==> src/rtl/fix_adder_arbiter.sv <==
// fix_adder_arbiter
//   Round-robin front end for one shared sign-magnitude fixed-point adder.
//   Grants one of R requesting lanes, latches that lane's operands and runs
//   the adder poke/peek handshake. The sum goes back to the winning lane as
//   a one-cycle response. A hung adder ends the wait after TIMEOUT cycles.
//
// Ports
//   clk, rst             clock (rising edge), asynchronous active-high reset
//   req_valid[R]         per-lane request
//   req_a/req_b[R*N]     lane i operands at [i*N +: N]
//   req_ready[R]         one-hot grant pulse; operands sampled this cycle
//   rsp_valid[R]         one-hot response pulse
//   rsp_sum/err/id       response payload, valid with rsp_valid
//   add_a/add_b          operands to the shared adder
//   add_poke             adder start/hold
//   add_peek, add_sum    adder result-valid and result
//   busy                 controller not idle
//   timeout_err          sticky timeout flag, cleared only by rst
module fix_adder_arbiter #(
    parameter int unsigned N       = 16,
    parameter int unsigned Q       = 13,
    parameter int unsigned R       = 4,
    parameter int unsigned TIMEOUT = 64,
    parameter int unsigned IDW     = $clog2(R)
) (
    input  logic             clk,
    input  logic             rst,
    input  logic [R-1:0]     req_valid,
    input  logic [R*N-1:0]   req_a,
    input  logic [R*N-1:0]   req_b,
    output logic [R-1:0]     req_ready,
    output logic [R-1:0]     rsp_valid,
    output logic [N-1:0]     rsp_sum,
    output logic             rsp_err,
    output logic [IDW-1:0]   rsp_id,
    output logic [N-1:0]     add_a,
    output logic [N-1:0]     add_b,
    output logic             add_poke,
    input  logic             add_peek,
    input  logic [N-1:0]     add_sum,
    output logic             busy,
    output logic             timeout_err
);

    typedef enum logic [1:0] {S_IDLE, S_ISSUE, S_RESP, S_RELEASE} state_t;

    localparam int unsigned    CW       = $clog2(TIMEOUT + 1);
    localparam logic [CW-1:0]  CNT_LAST = CW'(TIMEOUT - 1);
    localparam logic [IDW-1:0] LAST_ID  = IDW'(R - 1);

    state_t         state_q, state_d;
    logic [IDW-1:0] ptr_q, ptr_d;
    logic [IDW-1:0] gid_q, gid_d;
    logic [N-1:0]   opa_q, opa_d;
    logic [N-1:0]   opb_q, opb_d;
    logic [N-1:0]   sum_q, sum_d;
    logic [CW-1:0]  cnt_q, cnt_d;
    logic           err_q, err_d;
    logic           terr_q, terr_d;

    logic           any_req;
    logic [IDW-1:0] pick;
    int unsigned    arb_idx;
    logic [N-1:0]   sel_a, sel_b;
    logic           grant;
    logic           neg_zero;
    logic [N-1:0]   sum_canon;
    logic [IDW-1:0] next_ptr;

    // First requester at or after ptr_q, wrapping modulo R.
    always_comb begin
        any_req = 1'b0;
        pick    = '0;
        arb_idx = 0;
        for (int unsigned off = 0; off < R; off++) begin
            arb_idx = (32'(ptr_q) + off) % R;
            if (!any_req && req_valid[IDW'(arb_idx)]) begin
                any_req = 1'b1;
                pick    = IDW'(arb_idx);
            end
        end
    end

    always_comb begin
        sel_a = '0;
        sel_b = '0;
        for (int unsigned i = 0; i < R; i++) begin
            if (pick == IDW'(i)) begin
                sel_a = req_a[i*N +: N];
                sel_b = req_b[i*N +: N];
            end
        end
    end

    // A held peek means the adder still owns its last result; no new grant.
    assign grant = (state_q == S_IDLE) && !add_peek && any_req;

    // Negative zero: sign set with empty integer and fraction magnitude fields.
    assign neg_zero  = add_sum[N-1] && (add_sum[N-2:Q] == '0) && (add_sum[Q-1:0] == '0);
    assign sum_canon = neg_zero ? '0 : add_sum;
    assign next_ptr  = (gid_q == LAST_ID) ? '0 : gid_q + 1'b1;

    always_ff @(posedge clk or posedge rst) begin
        if (rst) begin
            state_q <= S_IDLE;
            ptr_q   <= '0;
            gid_q   <= '0;
            opa_q   <= '0;
            opb_q   <= '0;
            sum_q   <= '0;
            cnt_q   <= '0;
            err_q   <= 1'b0;
            terr_q  <= 1'b0;
        end else begin
            state_q <= state_d;
            ptr_q   <= ptr_d;
            gid_q   <= gid_d;
            opa_q   <= opa_d;
            opb_q   <= opb_d;
            sum_q   <= sum_d;
            cnt_q   <= cnt_d;
            err_q   <= err_d;
            terr_q  <= terr_d;
        end
    end

    always_comb begin
        state_d = state_q;
        ptr_d   = ptr_q;
        gid_d   = gid_q;
        opa_d   = opa_q;
        opb_d   = opb_q;
        sum_d   = sum_q;
        cnt_d   = cnt_q;
        err_d   = err_q;
        terr_d  = terr_q;
        case (state_q)
            S_IDLE: begin
                if (grant) begin
                    opa_d   = sel_a;
                    opb_d   = sel_b;
                    gid_d   = pick;
                    cnt_d   = '0;
                    err_d   = 1'b0;
                    state_d = S_ISSUE;
                end
            end
            S_ISSUE: begin
                if (add_peek) begin
                    sum_d   = sum_canon;
                    cnt_d   = '0;
                    state_d = S_RESP;
                end else if (cnt_q == CNT_LAST) begin
                    sum_d   = '0;
                    err_d   = 1'b1;
                    cnt_d   = '0;
                    state_d = S_RESP;
                end else begin
                    cnt_d = cnt_q + 1'b1;
                end
            end
            S_RESP: begin
                if (err_q) begin
                    terr_d = 1'b1;
                end
                cnt_d   = '0;
                state_d = S_RELEASE;
            end
            S_RELEASE: begin
                if (!add_peek) begin
                    ptr_d   = next_ptr;
                    err_d   = 1'b0;
                    cnt_d   = '0;
                    state_d = S_IDLE;
                end else if (cnt_q == CNT_LAST) begin
                    terr_d  = 1'b1;
                    ptr_d   = next_ptr;
                    err_d   = 1'b0;
                    cnt_d   = '0;
                    state_d = S_IDLE;
                end else begin
                    cnt_d = cnt_q + 1'b1;
                end
            end
            default: state_d = S_IDLE;
        endcase
    end

    // The grant is combinational off req_valid; mask it while reset holds state in IDLE.
    always_comb begin
        req_ready = '0;
        rsp_valid = '0;
        rsp_sum   = '0;
        rsp_err   = 1'b0;
        rsp_id    = '0;
        busy      = (state_q != S_IDLE);
        add_poke  = (state_q == S_ISSUE);
        for (int unsigned i = 0; i < R; i++) begin
            req_ready[i] = grant && !rst && (pick == IDW'(i));
        end
        if (state_q == S_RESP) begin
            for (int unsigned i = 0; i < R; i++) begin
                rsp_valid[i] = (gid_q == IDW'(i));
            end
            rsp_sum = sum_q;
            rsp_err = err_q;
            rsp_id  = gid_q;
        end
    end

    assign add_a       = opa_q;
    assign add_b       = opb_q;
    assign timeout_err = terr_q;

endmodule

==> config.mk <==
export PLATFORM = sky130hd
export DESIGN_NAME = fix_adder_arbiter
export DESIGN_NICKNAME = d
export VERILOG_FILES = /design/src/rtl/fix_adder_arbiter.sv
export SDC_FILE = /design/constraint.sdc
export NUM_CORES = 1
export LEC_CHECK = 0
export BUFFER_PORTS_ARGS = -buffer_cell sky130_fd_sc_hd__buf_2
export CAP_MARGIN = 10
export CORE_MARGIN = 2
export CORE_UTILIZATION = 35
export CTS_CLUSTER_DIAMETER = 30
export DETAILED_ROUTE_END_ITERATION = 10
export PLACE_DENSITY = 0.71
export SETUP_SLACK_MARGIN = 0.3
export SYNTH_ARGS = -nofsm -noshare
export SYNTH_HDL_FRONTEND = slang
export SYNTH_SLANG_ARGS = --single-unit
==> constraint.sdc <==
create_clock -name clk -period 3.2 [get_ports clk]
set_input_delay 0.96 -clock clk [delete_from_list [all_inputs] [get_ports clk]]
set_output_delay 0.96 -clock clk [all_outputs]
set_load 0.02 [all_outputs]
* Word-level counts from Yosys, hierarchy flattened *
Cells that the tools add are included.

storage, ports and cells
  register bits after elaboration = 63
  bits of input ports = 151
  output and inout port bits = 62
  word-level logic and storage cells = 123

cells by class
  add/sub/neg operators = 5
  order comparisons = 4
  equality and inequality tests = 19
  muxes and demuxes = 54
  reduce and logical (&&, ||, !) cells = 32

operators by type and width
  kind                                                                     count
  16-bit 2-to-1 mux                                                        12
  7-bit 2-to-1 mux                                                         4
  7-bit one-hot mux with 4 select lines                                    1
  2-bit 2-to-1 mux                                                         13
  1-bit 2-to-1 mux                                                         16
  13-bit zero test                                                         1
  2-bit == test, second input constant                                     6
  1-bit logical AND                                                        12
  2-bit by 3-bit < comparator with 1-bit output, second input constant     4
  2-bit inequality test, second input constant                             5
  1-bit binary-select mux with 2-bit select                                4
  2-bit zero test                                                          4
  2-bit one-hot mux with 4 select lines                                    1
  7-bit by 1-bit adder with 7-bit output, second input constant            1
  7-bit by 6-bit == test with 1-bit output, second input constant          1
  2-bit by 1-bit == test with 1-bit output, second input constant          3
  2-bit AND reduction                                                      3
  2-bit nonzero test                                                       3
  1-bit zero test                                                          5
  5-bit AND reduction                                                      1
  2-bit by 1-bit adder with 2-bit output, second input constant            2
  2-bit adder, second input constant                                       2
  4-bit 2-to-1 mux                                                         1
  2-bit by 1-bit inequality test with 1-bit output, second input constant  2
  other kinds (7)                                                          7

* Logic depth before layout (Yosys ltp) *
  depth after elaboration = 17
  mapped depth = 8
  mapped depth without buffers = 7

* Worst setup path before layout *
No wires, ideal clock.

  kind = input -> output
  from = input port add_peek
  to = output port req_ready[1]
  arrival = 2.611 ns
  required time = 2.240 ns
  slack = -0.371 ns
  cell stages on the path = 6
  path buffers = 2
  path through = buf_2 nor2b_1 nand2_1 or2_1 buf_2 nor4_1

between the ends
  longest elaborated chain between the ends = 5

ends and longest elaborated chain
  what                            RTL line  text
  start, declared                 39        input logic add_peek,
  1-bit zero test                 --
  1-bit logical AND (2 in a row)  96        assign grant = (state_q == S_IDLE) && !add_peek && any_req;
  1-bit logical AND (2 in a row)  199       req_ready[i] = grant && !rst && (pick == IDW'(i));
  end, declared                   31        output logic [R-1:0] req_ready,

Every way passes these cells.

* Final worst setup path *
  from = input port req_valid[3]
  to = output port req_ready[1]

between the ends
  longest elaborated chain between the ends = 15
  elaborated cells on any way between the ends = 26
  those cells by class = 1 x eq/ne; 16 x mux; 9 x reduce/logical

ends and longest elaborated chain
  what                                       RTL line  text
  start, declared                            28        input logic [R-1:0] req_valid,
  1-bit binary-select mux with 2-bit select  77        if (!any_req && req_valid[IDW'(arb_idx)]) begin
  1-bit 2-to-1 mux (implied by the code)     77
  1-bit 2-to-1 mux                           77
  1-bit zero test                            77
  1-bit logical AND                          77
  1-bit 2-to-1 mux                           77
  1-bit zero test                            77
  1-bit logical AND                          77
  1-bit 2-to-1 mux                           77
  1-bit zero test                            77
  1-bit logical AND                          77
  1-bit 2-to-1 mux                           77
  1-bit logical AND                          96
  1-bit logical AND                          199
  1-bit logical AND *                        199

Every way passes the cells marked *; elsewhere a longest branch is shown, timed or not. The select of a mux whose other input is x is not followed.

==> flow_results.xml <==
<?xml version="1.0" encoding="UTF-8"?>
<metrics>
  <group name="run_status">
    <metric name="outcome" unit="">completed</metric>
  </group>
  <group name="grt">
    <metric name="gr-total-overflow" unit="">0</metric>
    <metric name="grt_first_pass_wirelength" unit="um">16510</metric>
    <metric name="grt_pass1_vias" unit="">3537</metric>
    <metric name="pin_count_of_the_biggest_net_entering_global_routing" unit="">39</metric>
    <metric name="antenna_found_initial" unit="">0</metric>
    <metric name="groute.usage.overall" unit="">0.1810</metric>
  </group>
  <group name="worst_hold_path">
    <metric name="timing.hold.worst.class" unit="">register to register</metric>
  </group>
  <group name="power">
    <metric name="irDropWorstVdd" unit="uV">364.2</metric>
    <metric name="power.density" unit="nW/um2">800.3</metric>
    <metric name="power.leakage" unit="nW">2.811</metric>
  </group>
  <group name="sta">
    <metric name="layout_worst_path_cycle_share" unit="">0.9532</metric>
    <metric name="setup_tns" unit="ns">0</metric>
    <metric name="hold_viol_final" unit="">0</metric>
    <metric name="fmax" unit="MHz">327.8</metric>
    <metric name="timing_worst_slew_pin_value" unit="ns">1.165</metric>
    <metric name="slew-limit-headroom" unit="">0.2182</metric>
    <metric name="finalMaxSlewViolations" unit="">0</metric>
    <metric name="worst_slack" unit="ns">0.1497</metric>
    <metric name="finalCriticalPeriod" unit="ns">3.050</metric>
    <metric name="rsz0062_at_grt" unit="">true</metric>
    <metric name="fin_skew" unit="ns">0.01236</metric>
    <metric name="report.final.setup_viol" unit="">0</metric>
  </group>
  <group name="synthesis">
    <metric name="ys_top_cells_by_area" unit="">dfrtp_1 (42%), mux2i_1 (19%), o221ai_1 (7.3%)</metric>
    <metric name="postSynthNetCount" unit="">513</metric>
    <metric name="synth_top_cell_by_area" unit="">dfrtp_1</metric>
    <metric name="synthesis.instances" unit="">352</metric>
    <metric name="yosysSeqAreaShare" unit="">0.4244</metric>
    <metric name="synth.avg_cell_area" unit="um2">10.55</metric>
    <metric name="post-synth-top-area-fraction" unit="">0.4244</metric>
    <metric name="synth.cell_area" unit="um2">3715</metric>
    <metric name="yosysWarnings" unit="">0</metric>
    <metric name="synth-seq-cells" unit="">63</metric>
    <metric name="post_synth_num_cell_types" unit="">44</metric>
  </group>
  <group name="die">
    <metric name="die_height" unit="um">107.0</metric>
    <metric name="floorplan.core_area" unit="um2">10320</metric>
    <metric name="design.portCount" unit="">213</metric>
    <metric name="initial_core_util" unit="">0.3598</metric>
    <metric name="placement_rows" unit="">37</metric>
    <metric name="die_w" unit="um">107.0</metric>
    <metric name="die_area" unit="um2">11450</metric>
  </group>
  <group name="critical_path">
    <metric name="path_class" unit="">input port to output pin</metric>
    <metric name="start_kind" unit="">input port</metric>
    <metric name="cp.required" unit="ns">2.24</metric>
    <metric name="end_kind" unit="">output pin</metric>
    <metric name="critical_path_peak_fanout" unit="">5</metric>
    <metric name="cp_data_arrival_time" unit="ns">2.09</metric>
  </group>
  <group name="routing">
    <metric name="route.antenna.remaining_nets" unit="">0</metric>
    <metric name="viasPerCell" unit="">5.031</metric>
    <metric name="post-route-drc-count" unit="">0</metric>
    <metric name="detailroute.via_count" unit="">3572</metric>
    <metric name="detailedRoute.firstPassIterationCount" unit="">4</metric>
    <metric name="detail_route.iter0.violations" unit="">167</metric>
    <metric name="wire_per_inst" unit="um">15.26</metric>
    <metric name="detail_route.wirelength" unit="um">10840</metric>
  </group>
  <group name="clock_network">
    <metric name="cts_num_sinks" unit="">63</metric>
    <metric name="cts_made_buffers" unit="">9</metric>
    <metric name="path_clk_slew" unit="ns">0.07</metric>
    <metric name="clock-root-buffer" unit="">clkbuf_8</metric>
    <metric name="cts-root-to-sink-buffers" unit="">2</metric>
    <metric name="holdBufCountCts" unit="">0</metric>
    <metric name="cts.htree.levels" unit="">3</metric>
    <metric name="clk-insertion-delay-late" unit="ns">0.34</metric>
    <metric name="cts_tree" unit="">done</metric>
  </group>
  <group name="cells_and_area">
    <metric name="num-fill-cells" unit="">900</metric>
    <metric name="post-route-util" unit="">0.5146</metric>
    <metric name="diodes" unit="">0</metric>
    <metric name="layout-area-overhead-vs-synth" unit="%">43.01</metric>
    <metric name="nNetsFinal" unit="">730</metric>
    <metric name="layoutNonFillerInstCount" unit="">710</metric>
    <metric name="post_route_cells_drive_above_1_share" unit="">0.4774</metric>
  </group>
  <group name="job">
    <metric name="drv.max_cap_violation_count" unit="">0</metric>
  </group>
  <group name="place">
    <metric name="number_of_cells_after_detailed_placement" unit="">691</metric>
    <metric name="gp_routability_congestion" unit="">0.7867</metric>
    <metric name="dp_hpwl" unit="um">8503</metric>
    <metric name="dpl_worst_slack" unit="ns">-0.1155</metric>
    <metric name="port-buffer-count" unit="">212</metric>
  </group>
</metrics>
[flip-flops by register name, indices dropped and copies added (netlist names)]
signal and count:
sum_q 16, state_q 2, ptr_q 2, timeout_err 1
cnt_q 7, add_a 16, err_q 1, add_b 16
gid_q 2
[repair_timing]
item                                    CTS  global route
pin swaps                                 4             1
buffers inserted                          3             0
endpoints found under the setup margin    4            27
gates resized for setup                  15             1
[final cells by class]
cell class | count | area, um2 | share of cell area
well taps | 136 | 170.2 | 0.03203
flip-flops and latches | 63 | 1577 | 0.2967
repair buffers | 232 | 1264 | 0.2379
inverters | 9 | 33.78 | 0.006359
multi-input cells | 254 | 2071 | 0.3898
clock inverters | 6 | 60.06 | 0.01130
clock buffers | 10 | 137.6 | 0.02591
[per-layer routing]
layer	vias up	share of wire	track usage
met1	1680	0.41	0.2078
met4	0	0.013	0.04917
met5	-	0	0
li1	1740	-	-
met3	16	0.069	0.05228
met2	136	0.51	0.3264
[path summary, 6_finish.rpt]
kind	start	to	slack, ns	depth (start not counted)
max in group asynchronous	rst	add_a[8]	1.81	3
setup reg to reg	ptr_q[1]	add_a[10]	0.89	7
setup / recovery	req_valid[3]	req_ready[1]	0.15	7
min in group asynchronous	rst	gid_q[1]	0.79	2
hold reg to reg	add_a[5]	add_a[5]	0.48	2
hold / removal	add_a[5]	add_a[5]	0.48	2
[cell usage in the layout, fill, tap and decap left out, types with 4 or more instances in the layout]
cell type,instances
buf_4,21
buf_2,205
o21ai_0,4
mux2_2,5
and2_1,26
mux2i_1,69
o221ai_1,31
a22o_1,15
ha_1,9
dfrtp_1,63
a21oi_1,5
clkbuf_8,10
inv_1,7
nand3_1,5
buf_6,4
nand2_1,43
[worst max-delay path: stages]
cell	delay, ns
buf_8	0.10
nand3b_1	0.16
o221a_4	0.13
and2_4	0.15
or2_4	0.25
nor4_4	0.14
buf_4	0.19
[power by group]
part	total (W)	internal, W	switching [W]
Sequential	0.00135	0.00113	0.000215
Combinational	0.00221	0.000946	0.00126
Clock	0.000695	0.000377	0.000318
[per-stage QoR]
step / total power, W / hold slack, ns / area, um2
2_1_floorplan: 0.002896 / 0.4579 / 3831
3_3_place_gp: 0.003478 / 0.4518 / 5040
3_5_place_dp: 0.003566 / 0.4703 / 5040
4_1_cts: 0.004294 / 0.4912 / 5310
5_1_grt: 0.004561 / 0.5007 / 5313
6_report: 0.004252 / 0.4850 / 5313
[cell families after synthesis]
kind of cell / Yosys count / share of synthesized area
and+or+nand+nor: 100 / 0.1405
xor gates and xnor gates: 2 / 0.004716
muxes: 74 / 0.2011
AOI/OAI and AO/OA: 68 / 0.1472
buffers and inverters: 35 / 0.04850
adders and majority gates: 10 / 0.03368
DFF: 63 / 0.4244
[synth_stat cells (all sizes together)]
library cell  instances
mux2i                69
dfrtp                63
nand2                44
o221ai               31
and2                 27
buf                  16
a22o                 15
clkbuf               10
ha                   10
inv                   9
o21ai                 7
a21oi                 6
nand3                 6
mux2                  5
nor3                  5
nor4                  5
nand4                 2
nor2                  2
o31ai                 2
or2                   2
xnor2                 2
a21boi                1
a21o                  1
a32o                  1
and3                  1
and3b                 1
nand2b                1
nand3b                1
nor2b                 1
nor4b                 1
o211ai                1
o21a                  1
o221a                 1
o2bb2ai               1
or4                   1
No activity file was read; power rests on OpenSTA's default activity.
